--- config.mk ---
export PLATFORM = sky130hd
export DESIGN_NAME = mac_operand_sequencer
export DESIGN_NICKNAME = d
export VERILOG_FILES = /design/src/rtl/mac_operand_sequencer.sv
export SDC_FILE = /design/constraint.sdc
export NUM_CORES = 1
export LEC_CHECK = 0
export ABC_AREA = 1
export ABC_CLOCK_PERIOD_IN_PS = 1900
export BUFFER_PORTS_ARGS = -buffer_cell sky130_fd_sc_hd__buf_2
export CAP_MARGIN = 0
export CORE_UTILIZATION = 50
export DETAILED_ROUTE_END_ITERATION = 8
export PLACE_DENSITY = 0.7
export RECOVER_POWER = 50
export SKIP_LAST_GASP = 1
export SYNTH_ARGS = -nofsm -noshare
export SYNTH_HDL_FRONTEND = slang
export SYNTH_SLANG_ARGS = --single-unit
--- constraint.sdc ---
create_clock -name clk -period 1.9 [get_ports clk]
set_clock_uncertainty 0.05 [all_clocks]
set_input_delay 0.095 -clock clk [delete_from_list [all_inputs] [get_ports clk]]
set_output_delay 0.095 -clock clk [all_outputs]
set_load 0.01 [all_outputs]
--- src/rtl/mac_operand_sequencer.sv ---
// mac_operand_sequencer: holds operand vectors A and B written by a host, streams
// element pairs into a free-running multiply-accumulate unit on start, waits out
// the MAC pipeline, then reports the run's dot product as the accumulator delta.
// Optional feature macro: MAC_OPERAND_SEQUENCER_ACC_CLR_EN adds an acc_clr pulse
// for MACs with a synchronous clear and reports mac_result directly.
module mac_operand_sequencer #(
  parameter int DATA_W  = 16,
  parameter int ACC_W   = 32,
  parameter int DEPTH   = 16,
  parameter int MAC_LAT = 2
) (
  input  logic                     clk,
  input  logic                     rst_n,
  input  logic                     wr_en,
  input  logic                     wr_sel,
  input  logic [$clog2(DEPTH)-1:0] wr_addr,
  input  logic [DATA_W-1:0]        wr_data,
  input  logic [$clog2(DEPTH):0]   len,
  input  logic                     start,
  output logic                     busy,
  output logic [DATA_W-1:0]        op_a,
  output logic [DATA_W-1:0]        op_b,
  output logic                     op_valid,
  input  logic [ACC_W-1:0]         mac_result,
  output logic [ACC_W-1:0]         result,
  output logic                     done
`ifdef MAC_OPERAND_SEQUENCER_ACC_CLR_EN
  ,
  output logic                     acc_clr
`endif
);

  localparam int AW = $clog2(DEPTH);
  localparam int CW = $clog2(MAC_LAT + 1);

  localparam logic [1:0] S_IDLE  = 2'd0;
  localparam logic [1:0] S_ISSUE = 2'd1;
  localparam logic [1:0] S_DRAIN = 2'd2;
  localparam logic [1:0] S_DONE  = 2'd3;

  localparam logic [AW:0]   LEN_MAX    = (AW+1)'(DEPTH);
  localparam logic [CW-1:0] LAST_DRAIN = CW'(MAC_LAT - 1);

  logic [1:0]        r_state;
  logic [DATA_W-1:0] r_buf_a [DEPTH];
  logic [DATA_W-1:0] r_buf_b [DEPTH];
  logic [AW:0]       r_len_q;
  logic [AW:0]       r_idx;
  logic [CW-1:0]     r_drain_cnt;
  logic [DATA_W-1:0] r_op_a;
  logic [DATA_W-1:0] r_op_b;
  logic              r_op_valid;
  logic              r_busy;
  logic [ACC_W-1:0]  r_result;
  logic              r_done;

  logic              w_idle;
  logic              w_wr;
  logic              w_start;
  logic [AW:0]       w_len_clamped;
  logic [DATA_W-1:0] w_first_a;
  logic [DATA_W-1:0] w_first_b;
  logic [ACC_W-1:0]  w_base;

  assign w_idle        = (r_state == S_IDLE);
  assign w_wr          = wr_en && w_idle;
  assign w_start       = start && w_idle;
  assign w_len_clamped = (len > LEN_MAX) ? LEN_MAX : len;

  // Element 0 is loaded at the start edge, so a same-cycle host write to it is forwarded.
  assign w_first_a = (w_wr && !wr_sel && (wr_addr == '0)) ? wr_data : r_buf_a[0];
  assign w_first_b = (w_wr &&  wr_sel && (wr_addr == '0)) ? wr_data : r_buf_b[0];

  // Host write port into the operand buffers; only honoured while idle.
  always_ff @(posedge clk or negedge rst_n) begin
    if (!rst_n) begin
      for (int i = 0; i < DEPTH; i++) begin
        r_buf_a[i] <= '0;
        r_buf_b[i] <= '0;
      end
    end else if (w_wr) begin
      if (wr_sel) r_buf_b[wr_addr] <= wr_data;
      else        r_buf_a[wr_addr] <= wr_data;
    end
  end

`ifdef MAC_OPERAND_SEQUENCER_ACC_CLR_EN
  logic r_acc_clr;

  // Clear pulse lands in the first cycle of the run, ahead of the first product.
  always_ff @(posedge clk or negedge rst_n) begin
    if (!rst_n) r_acc_clr <= 1'b0;
    else        r_acc_clr <= w_start;
  end

  assign acc_clr = r_acc_clr;
  assign w_base  = '0;
`else
  logic [ACC_W-1:0] r_base;

  // Snapshot of the accumulator at start; it is stable while idle since operands are 0.
  always_ff @(posedge clk or negedge rst_n) begin
    if (!rst_n)       r_base <= '0;
    else if (w_start) r_base <= mac_result;
  end

  assign w_base = r_base;
`endif

  // Run sequencing: IDLE -> ISSUE (len_q cycles) -> DRAIN (MAC_LAT cycles) -> DONE.
  always_ff @(posedge clk or negedge rst_n) begin
    if (!rst_n) begin
      r_state     <= S_IDLE;
      r_len_q     <= '0;
      r_idx       <= '0;
      r_drain_cnt <= '0;
      r_op_a      <= '0;
      r_op_b      <= '0;
      r_op_valid  <= 1'b0;
      r_busy      <= 1'b0;
      r_result    <= '0;
      r_done      <= 1'b0;
    end else begin
      case (r_state)
        S_IDLE: begin
          r_done <= 1'b0;
          if (w_start) begin
            r_len_q     <= w_len_clamped;
            r_busy      <= 1'b1;
            r_drain_cnt <= '0;
            if (w_len_clamped != '0) begin
              r_state    <= S_ISSUE;
              r_op_a     <= w_first_a;
              r_op_b     <= w_first_b;
              r_op_valid <= 1'b1;
              r_idx      <= (AW+1)'(1);
            end else begin
              r_state <= S_DRAIN;
            end
          end
        end
        S_ISSUE: begin
          if (r_idx == r_len_q) begin
            r_state     <= S_DRAIN;
            r_op_a      <= '0;
            r_op_b      <= '0;
            r_op_valid  <= 1'b0;
            r_drain_cnt <= '0;
          end else begin
            r_op_a <= r_buf_a[r_idx[AW-1:0]];
            r_op_b <= r_buf_b[r_idx[AW-1:0]];
            r_idx  <= r_idx + (AW+1)'(1);
          end
        end
        S_DRAIN: begin
          if (r_drain_cnt == LAST_DRAIN) begin
            r_state  <= S_DONE;
            r_result <= mac_result - w_base;
            r_done   <= 1'b1;
            r_busy   <= 1'b0;
          end else begin
            r_drain_cnt <= r_drain_cnt + CW'(1);
          end
        end
        default: begin
          r_state <= S_IDLE;
          r_done  <= 1'b0;
          r_idx   <= '0;
        end
      endcase
    end
  end

  assign busy     = r_busy;
  assign op_a     = r_op_a;
  assign op_b     = r_op_b;
  assign op_valid = r_op_valid;
  assign result   = r_result;
  assign done     = r_done;

endmodule

After elaboration in Yosys (flattened, before gate mapping)
Cells that the tools add are included.
Widths: inputs -> output; s select.
{"block": "word_totals", "register_bits": 625, "in_bits": 62, "output_inout_bits": 67, "wordCells": 133}
{"block": "classes", "n_addsub": 3, "magnitude_cmp": 4, "eq_ne": 10, "muxes": 43, "bitwise": 5, "reduce_logical": 25}
{"op": "$bwmux 256", "count": 2}
{"op": "$mux 16", "count": 13}
{"op": "$bmux 16 s4", "count": 2}
{"op": "$demux 16 s4", "count": 1}
{"op": "$pmux 16 s2", "count": 2}
{"op": "$sub 32x32->32", "count": 1}
{"op": "$mux 5", "count": 4}
{"op": "$pmux 5 s3", "count": 1}
{"op": "$mux 2", "count": 7}
{"op": "$pmux 2 s3", "count": 2}
{"op": "$reduce_and 4->1", "count": 3}
{"op": "$ge 5x5->1 const B", "count": 2}
{"op": "$not 4->5", "count": 2}
{"op": "$reduce_and 2->1", "count": 5}
{"op": "$reduce_and 3->1", "count": 3}
{"op": "$ne 2x2->1 const B", "count": 4}
{"op": "$logic_and 1x1->1", "count": 7}
{"op": "$mux 1", "count": 6}
{"op": "$pmux 1 s2", "count": 3}
{"op": "$add 5x1->5 const B", "count": 1}
{"op": "$eq 5x5->1", "count": 1}
{"op": "$gt 5x5->1 const B", "count": 1}
{"op": "$lt 5x1->1 const B", "count": 1}
{"op": "$reduce_bool 5->1", "count": 1}
{"op": "other kinds (10)", "count": 15}

Logic depth before layout (Yosys ltp)
Gate-level depths: netlist of run 1.
{"block": "depth", "depth_word": 8, "ltp_mapped": 15, "ltp_nobuf": 15}

Worst setup path before layout of run 1
No wires, ideal clock.
{"block": "synth_path", "kind": "register -> register", "startpoint": "register r_state[1]", "endpoint": "register r_op_a[6] (netlist: op_a[6])", "setup_ns": 0.118, "t_arrival_ns": 1.761, "setup_slack_ns": -0.028, "path_stages_with_launch": 14, "n_path_buf": 4, "period_less_slack_ns": 1.928, "path_cell_list": "dfrtp_1 inv_1 ha_1 buf_4 inv_2 or2_1 buf_6 nand2_4 nor2_2 buf_6 buf_6 or2_0 inv_1 nor2_1"}
{"block": "synth_via", "elab_chain_cells": 8, "elab_cells_between_ends": 14, "cone_classes": "3 x eq/ne; 4 x mux; 7 x reduce/logical"}
{"element": "from (decl)", "line": "44", "source": "logic [1:0] r_state;"}
{"element": "from (signal assigned)", "line": "113", "source": "r_state <= S_IDLE;"}
{"element": "from (signal assigned)", "line": "132", "source": "r_state <= S_ISSUE;"}
{"element": "from (signal assigned)", "line": "138", "source": "r_state <= S_DRAIN;"}
{"element": "$logic_not 2->1", "line": "65, 124"}
{"element": "$logic_and 1x1->1", "line": "66", "source": "assign w_wr = wr_en && w_idle;"}
{"element": "$logic_and 1x1->1 (2 in a row)", "line": "71", "source": "assign w_first_a = (w_wr && !wr_sel && (wr_addr == '0)) ? wr_data : r_buf_a[0];"}
{"element": "$mux 16", "line": "71"}
{"element": "$mux 16", "line": "131", "source": "if (w_len_clamped != '0) begin"}
{"element": "$mux 16", "line": "127", "source": "if (w_start) begin"}
{"element": "$pmux 16 s2", "line": "124", "source": "case (r_state)"}
{"element": "to (signal assigned)", "line": "133", "source": "r_op_a <= w_first_a;"}
{"element": "to (signal assigned)", "line": "150", "source": "r_op_a <= r_buf_a[r_idx[AW-1:0]];"}
{"element": "to (decl)", "line": "50", "source": "logic [DATA_W-1:0] r_op_a;"}
Several ways; a longest one is shown, not always the timed one. The select of a mux whose other input is x is not followed.
A chain may end at the register's enable or synchronous reset.

Worst setup path after layout of run 1
{"block": "layout_path", "startpoint": "register r_idx[0]", "endpoint": "register r_op_a[5] (netlist: op_a[5])"}
{"block": "layout_via", "elab_chain_cells": 6, "elab_cells_between_ends": 7, "cone_classes": "1 x eq/ne; 5 x mux; 1 x bitwise"}
{"element": "from (decl)", "line": "48", "source": "logic [AW:0] r_idx;"}
{"element": "from (signal assigned)", "line": "136", "source": "r_idx <= (AW+1)'(1);"}
{"element": "from (signal assigned)", "line": "152", "source": "r_idx <= r_idx + (AW+1)'(1);"}
{"element": "$not 4->5 (not written as such)", "line": "150"}
{"element": "$bmux 16 s4", "line": "150"}
{"element": "$mux 16 (not written as such) (2 in a row)", "line": "150"}
{"element": "$mux 16 (*)", "line": "143", "source": "if (r_idx == r_len_q) begin"}
{"element": "$pmux 16 s2 (*)", "line": "124"}
Every way passes the cells marked *; elsewhere a longest branch is shown, timed or not. The select of a mux whose other input is x is not followed.

==> impl_metrics.env, run 1 <==
export IMPL_via_count=28100
export IMPL_die_area_um2=62200
export IMPL_antenna_left=0
export IMPL_yosysSeqAreaShare_pct=51.1
export IMPL_cp_data_arrival_time_ps=2470
export IMPL_grt_overflow=0
export IMPL_postSynth_asyncResetShare_pct=100
export IMPL_yosys_top_cells_count="nand2_1 (1287), o21ai_0 (685), dfrtp_1 (625)"
export IMPL_sequentialPowerShare_pct=34.1
export IMPL_switchingPower_mw=23.1
export IMPL_finalCritPeriodShare_pct=104
export IMPL_synth_most_common_cell="nand2_1"
export IMPL_portBuffers=128
export IMPL_endpoint_kind="register"
export IMPL_via_per_inst=5.57
export IMPL_cts_tree="yes"
export IMPL_final_max_slew_viol_count=0
export IMPL_finalSetupViolCount=5
export IMPL_dr_pass1_iters=6
export IMPL_wirelength_um=95600
export IMPL_critPathRequiredTime_ps=2390
export IMPL_critPathKind="register to register"
export IMPL_nets=4302
export IMPL_synth_distinct_cells=41
export IMPL_synth_warning_count=0
export IMPL_setup_tns_ps=-196
export IMPL_p_leak_nw=18.2
export IMPL_drc=0
export IMPL_violations="setup timing"
export IMPL_synth_area_um2=30600
export IMPL_htree_levels=3
export IMPL_clk_latency_ps=620
export IMPL_synth_cells=3936
export IMPL_drv_cap=0
export IMPL_cts_sinks=625
export IMPL_layout_cells_non_filler=5040
export IMPL_worst_pin_slew_ps=878
export IMPL_antenna_found_initial=0
export IMPL_status="finished with violations"
export IMPL_syn_area_per_cell_um2=7.78
export IMPL_gp_congestion=0.941
export IMPL_p_comb_share_pct=43.5
export IMPL_clockBufferDepth=3
export IMPL_wl_per_cell_um=19.0
export IMPL_grt_max_degree=68
export IMPL_synthTopCellsByArea="dfrtp_1 (51%), nand2_1 (16%), o21ai_0 (11%), nor2_1 (3.3%), inv_1 (3.2%)"
export IMPL_synth_edf_count=0
export IMPL_drive_gt1_share_pct=17.1
export IMPL_clkTransAtPathRegs_ps=60
export IMPL_relSlewSlack_pct=41.5
export IMPL_hold_path_class="input pin to register"
export IMPL_initial_core_util_pct=50.6
export IMPL_place_hpwl_um=57700
export IMPL_die_height_um=249
export IMPL_clockPowerShare_pct=22.4
export IMPL_pin_count=129
export IMPL_grt_first_pass_wirelength_um=145000
export IMPL_p_per_area_nw_per_um2=1570
export IMPL_rsz0062_at_grt="true"
export IMPL_hold_viol_final=0
export IMPL_rows=90
export IMPL_path_max_fanout=7
export IMPL_cts_buffers=69
export IMPL_synth_area_leader_cell="dfrtp_1"
export IMPL_track_usage_pct=29.5
export IMPL_final_setup_worst_slack_ps=-83.4
export IMPL_synth_seq_cells=625
export IMPL_fmax_ghz=0.504
export IMPL_period_minus_slack_ps=1980
export IMPL_yosysTopAreaCellShare_pct=51.1
export IMPL_internal_power_mw=36.9
export IMPL_p_sw_share_pct=38.5
export IMPL_drt_initial_drc_count=2781
export IMPL_synth_flop_cell="dfrtp_1"
export IMPL_cts_root_buf="clkbuf_16"
export IMPL_peakVddDrop_mv=1.06
export IMPL_die_x_um=249
export IMPL_grt_pass1_vias=26500
export IMPL_place_inst=4808
export IMPL_start_kind="register"
export IMPL_coreArea_um2=60500
export IMPL_syn_to_final_growth_pct=24.7
export IMPL_synth_nets=4037
-- what timing repair did --
action                                  CTS  global route
cloned                                    2            20
hold buffers                             54             0
pin swaps                                 6            99
endpoints found under the hold margin   899             0
resized for setup                        25           299
buffers inserted                          8            21
endpoints found under the setup margin   41            85
-- power groups by stage --
| stage | clock [mW] | sequential [mW] | combinational [mW] |
|---|---|---|---|
| after floorplan | 0 | 20.1 | 14.0 |
| after global placement | 0 | 20.3 | 21.3 |
| after detailed placement | 0 | 20.4 | 21.7 |
| after CTS | 13.5 | 20.2 | 22.5 |
| after global routing | 14.1 | 20.9 | 28.8 |
| final | 13.4 | 20.4 | 26.1 |
-- logic make-up after synthesis --
group / share of synthesized area [%]
adder cells (fa/ha/maj): 1.62
buffers and inverters: 7.56
AO/OA/AOI/OAI: 15.2
AND/OR/NAND/NOR: 24.0
XOR/XNOR: 0.543
flip-flops: 51.1
-- worst max-delay path: stages, from the launching register on --
cell and delay [ps]:
dfrtp_4 570, clkinv_8 130, buf_12 150, buf_8 110
clkbuf_16 150, nand2_4 40, nand3_2 50, nand2_1 60
nand3b_1 250, nand2_1 140, nand2_1 60, a21oi_1 130
-- sequential cells by signal, indices dropped and copies added (netlist names) --
| register | count |
|---|---|
| r_buf_b | 256 |
| op_a | 16 |
| op_valid | 1 |
| r_base | 32 |
| op_b | 16 |
| result | 32 |
| busy | 1 |
| r_buf_a | 256 |
| r_state | 2 |
| r_idx | 5 |
| r_len_q | 5 |
| done | 1 |
| r_drain_cnt | 2 |
-- per-layer routing --
| layer | up-vias | routed length [um] | share of wire, % | GRT usage [%] |
|---|---|---|---|---|
| met1 | 13500 | 41000 | 43 | 40.7 |
| met5 | - | 0 | 0 | 0 |
| met2 | 1164 | 44300 | 46 | 47.6 |
| met4 | 0 | 3220 | 3.4 | 10.4 |
| met3 | 211 | 7100 | 7.4 | 4.35 |
| li1 | 13200 | - | - | - |
-- cells in the final DEF (no fill, tap or decap), drive strengths merged --
master | netlist | final
a21o | 1 | 1
a21oi | 109 | 109
a31oi | 2 | 2
buf | 109 | 332
bufinv | 0 | 4
clkbuf | 161 | 178
clkinv | 9 | 29
clkinvlp | 0 | 2
dfrtp | 625 | 625
diode | 0 | 3
dlygate4sd3 | 0 | 53
fa | 1 | 1
ha | 38 | 38
inv | 264 | 264
nand2 | 1289 | 1289
nand3 | 182 | 182
nand3b | 33 | 33
nand4 | 4 | 4
nor2 | 271 | 271
nor3 | 5 | 5
o211ai | 58 | 58
o21ai | 709 | 709
o21bai | 5 | 5
o22ai | 1 | 1
o31ai | 1 | 1
or2 | 40 | 40
xnor2 | 13 | 13
xor2 | 6 | 6
-- per-stage QoR --
| stage | hold slack [ps] | worst slack, ps | util, % | instance area (um2) | power, mW |
|---|---|---|---|---|---|
| 4_1_cts | 15.0 | -14.5 | 60.7 | 36700 | 56.3 |
| 3_5_place_dp | 17.6 | -51.5 | 55.7 | 33700 | 42.1 |
| 6_report | 77.6 | -83.4 | 63.1 | 38200 | 59.9 |
| 5_1_grt | 59.9 | -117 | 63.1 | 38200 | 63.7 |
| 2_1_floorplan | -251 | -8.85 | - | 30600 | 34.1 |
| 3_3_place_gp | 16.7 | -54.0 | 55.7 | 33700 | 41.6 |
-- final timing paths --
kind | depth (start not counted) | to | slack [ps] | from
max in group asynchronous | 4 | r_idx[0]$_DFFE_PN0P_ | 190 | rst_n
hold reg to reg | 2 | result[19]$_DFFE_PN0P_ | 430 | result[19]$_DFFE_PN0P_
setup / recovery | 11 | op_a[5]$_DFFE_PN0P_ | -80 | r_idx[0]$_DFFE_PN0P_
min in group asynchronous | 3 | r_buf_b[49]$_DFFE_PN0P_ | 430 | rst_n
hold / removal | 3 | r_buf_a[225]$_DFFE_PN0P_ | 80 | wr_data[1]
setup reg to reg | 11 | op_a[5]$_DFFE_PN0P_ | -80 | r_idx[0]$_DFFE_PN0P_
-- cell type report --
type,instances,area [um2]
Fill cell,5090,22300
Sequential cell,625,15600
Multi-Input combinational cell,2768,13600
Timing Repair Buffer,464,4670
Clock buffer,99,1980
Inverter,273,1050
Tap cell,782,978
Clock inverter,26,263
Antenna cell,3,7.51
Power figures use the tool's default switching activity.
==> inputs of run 2 (changes only) <==
ABC_AREA = unset   (was 1)
==> run 2 against run 1 <==
The flow finishes with violations (hold timing, setup timing). Die area shrank 2.8%. Utilization grew 6.3 points. Register-to-register slack got worse by 530 ps. Worst setup slack lost 530 ps. Sequential share of layout area fell by 2.7 points. Fmax decreased by 21%. Combinational power down 3%. Global-route usage is 0.063 points higher. Critical path depth decreased by 1. Clock-buffer cell count is 4 lower. Clock power about the same. First-iteration DRC count is 46% lower. Critical endpoint is now result[24]$_DFFE_PN0P_. Largest cell class is now multi-input combinational cells. Largest power group unchanged. Highest routed layer unchanged.
==> impl_metrics.env, run 2 <==
export IMPL_grt_max_degree=88
export IMPL_rsz0062_at_grt="true"
export IMPL_place_hpwl_um=50100
export IMPL_wirelength_um=94500
export IMPL_hold_path_class="input pin to register"
export IMPL_dp_worst_setup_slack_ps=-586
export IMPL_pin_count=129
export IMPL_drv_cap=0
export IMPL_endpoint_kind="register"
export IMPL_synth_seq_cells=625
export IMPL_die_height_um=246
export IMPL_crit_path_top_delay_cell="a2111oi_4"
export IMPL_cp_data_arrival_time_ps=2950
export IMPL_peakVddDrop_mv=0.907
export IMPL_p_sw_share_pct=33.6
export IMPL_fillCellCount=3602
export IMPL_antenna_left=0
export IMPL_synth_cells=2130
export IMPL_crit_start="r_base[0]$_DFFE_PN0P_"
export IMPL_path_cells="ha_2 > inv_2 > fa_2 > a211oi_4 > nor2_4 > a2111oi_4 > nor3_4 > a21oi_2 > xor2_1 > o21ai_1"
export IMPL_synth_flop_cell="dfrtp_1"
export IMPL_wl_met3_um=5960
export IMPL_p_comb_share_pct=43.4
export IMPL_hold_viol_final=1
export IMPL_worst_pin_slew_ps=981
export IMPL_cts_buffers=68
export IMPL_synth_warning_count=0
export IMPL_layout_cells_non_filler=3396
export IMPL_nets=2673
export IMPL_rows=89
export IMPL_path_max_fanout=4
export IMPL_via_per_inst=6.18
export IMPL_p_per_area_nw_per_um2=1420
export IMPL_yosysSeqAreaShare_pct=52.6
export IMPL_wl_per_cell_um=27.8
export IMPL_critPathKind="register to register"
export IMPL_min_delay_start="mac_result[3]"
export IMPL_syn_to_final_growth_pct=37.4
export IMPL_relSlewSlack_pct=34.6
export IMPL_synth_area_um2=29800
export IMPL_wl_met2_um=47500
export IMPL_initial_core_util_pct=50.5
export IMPL_grt_overflow=0
export IMPL_cts_tree="yes"
export IMPL_clkTransAtPathRegs_ps=50
export IMPL_status="finished with violations"
export IMPL_yosys_top_cells_count="dfrtp_1 (625), mux2_2 (529), mux4_2 (160)"
export IMPL_via_count=21000
export IMPL_fmax_ghz=0.397
export IMPL_postSynth_asyncResetShare_pct=100
export IMPL_syn_area_per_cell_um2=14.0
export IMPL_wl_met1_um=35500
export IMPL_synth_distinct_cells=57
export IMPL_critPathRequiredTime_ps=2330
export IMPL_grt_first_pass_wirelength_um=135000
export IMPL_synth_most_common_cell="dfrtp_1"
export IMPL_synth_edf_count=0
export IMPL_internal_power_mw=38.4
export IMPL_period_minus_slack_ps=2520
export IMPL_place_inst=3121
export IMPL_seq_area_um2=15700
export IMPL_start_kind="register"
export IMPL_final_common_cell="dfrtp_1"
export IMPL_clockPowerShare_pct=23.0
export IMPL_violations="hold timing, setup timing"
export IMPL_synth_area_leader_cell="dfrtp_1"
export IMPL_synth_nets=2231
export IMPL_drive_gt1_share_pct=57.4
export IMPL_die_area_um2=60500
export IMPL_gp_congestion=0.909
export IMPL_drc=0
export IMPL_track_usage_pct=29.6
export IMPL_final_max_slew_viol_count=0
export IMPL_worstReg2RegStart="r_base[0]$_DFFE_PN0P_"
export IMPL_synthTopCellsByArea="dfrtp_1 (53%), mux2_2 (20%), mux4_2 (12%), ha_1 (1.6%), clkbuf_1 (1.3%)"
export IMPL_coreArea_um2=58900
export IMPL_drt_initial_drc_count=1507
export IMPL_layout_common_cells="dfrtp_1 (621), mux2_4 (316), mux2_2 (213)"
export IMPL_cts_sinks=625
export IMPL_multi_input_area_um2=15800
export IMPL_reg_largest_list="r_buf_a x256, r_buf_b x256"
export IMPL_p_leak_nw=18.7
export IMPL_clockBufferDepth=3
export IMPL_grt_pass1_vias=22100
export IMPL_switchingPower_mw=19.5
export IMPL_holdWs_ps=-7.88
export IMPL_highest_layer="met4"
export IMPL_setup_tns_ps=-159530
export IMPL_cts_root_buf="clkbuf_16"
export IMPL_htree_levels=3
export IMPL_final_setup_worst_slack_ps=-617
export IMPL_portBuffers=128
export IMPL_dr_pass1_iters=5
export IMPL_yosysTopAreaCellShare_pct=52.6
export IMPL_finalSetupViolCount=580
export IMPL_fin_util_pct=69.4
export IMPL_sequentialPowerShare_pct=33.6
export IMPL_antenna_found_initial=1
export IMPL_clk_latency_ps=620
export IMPL_die_x_um=246
export IMPL_slowest_delay_ps=450
export IMPL_finalCritPeriodShare_pct=132
## run 2: path summary, 6_finish.rpt
check                                           to  depth (start not counted)  slack (ps)
max                         result[24]$_DFFE_PN0P_                         10        -620
min                          result[4]$_DFFE_PN0P_                          4          -8
max reg2reg                 result[24]$_DFFE_PN0P_                         10        -620
min reg2reg                 result[18]$_DFFE_PN0P_                          2         430
max in group asynchronous  r_buf_a[27]$_DFFE_PN0P_                          4          70
min in group asynchronous     op_a[15]$_DFFE_PN0P_                          3         740
## run 2: stage by stage
step	area (um2)	power [mW]
global route	40900	60.4
global placement	34400	38.3
finish	40900	57.9
floorplan	31000	31.6
detailed placement	34400	39.1
CTS	39600	55.5
## run 2: cell type report
type | count | area share [%]
Inverter | 78 | 0.716
Multi-Input combinational cell | 1261 | 38.8
Tap cell | 773 | 2.37
Sequential cell | 625 | 38.3
Antenna cell | 1 | 0.00612
Timing Repair Buffer | 538 | 14.5
Clock buffer | 95 | 4.73
Clock inverter | 25 | 0.667
## run 2: what timing repair did
item                                    4_1_cts  5_1_grt
endpoints found under the hold margin       668        0
setup buffers                                62       38
pin swaps                                    32       78
resized for setup                           268      313
endpoints found under the setup margin      407      582
hold buffers                                 47        0
gates cloned                                 29       13
## run 2: power groups by stage
stage	logic [mW]	clock network (mW)	registers, mW
floorplan	12.8	0	18.8
detailed placement	19.7	0	19.3
finish	25.2	13.3	19.4
CTS	22.9	13.4	19.1
global placement	19.3	0	19.1
global route	26.7	13.9	19.7
## run 2: worst max-delay path: cells and delay by family, from the launching register on
kind	cells	cell delay (ps)
compound gates	4	980
xor+xnor	1	160
fa+ha+maj	2	610
buf+inv	1	50
flops	1	350
simple gates	2	190
## run 2: kinds of logic after synthesis
group | synth area share, %
mux | 32.8
flops | 52.6
simple gates | 4.14
buf+inv | 3.35
compound gates | 4.85
fa+ha+maj | 1.67
xor+xnor | 0.648
## run 2: layer usage
layer | track usage [%] | up-vias
met5 | 0 | -
met4 | 12.6 | 0
met3 | 4.37 | 316
met2 | 51.2 | 843
met1 | 36.9 | 11100
li1 | - | 8710
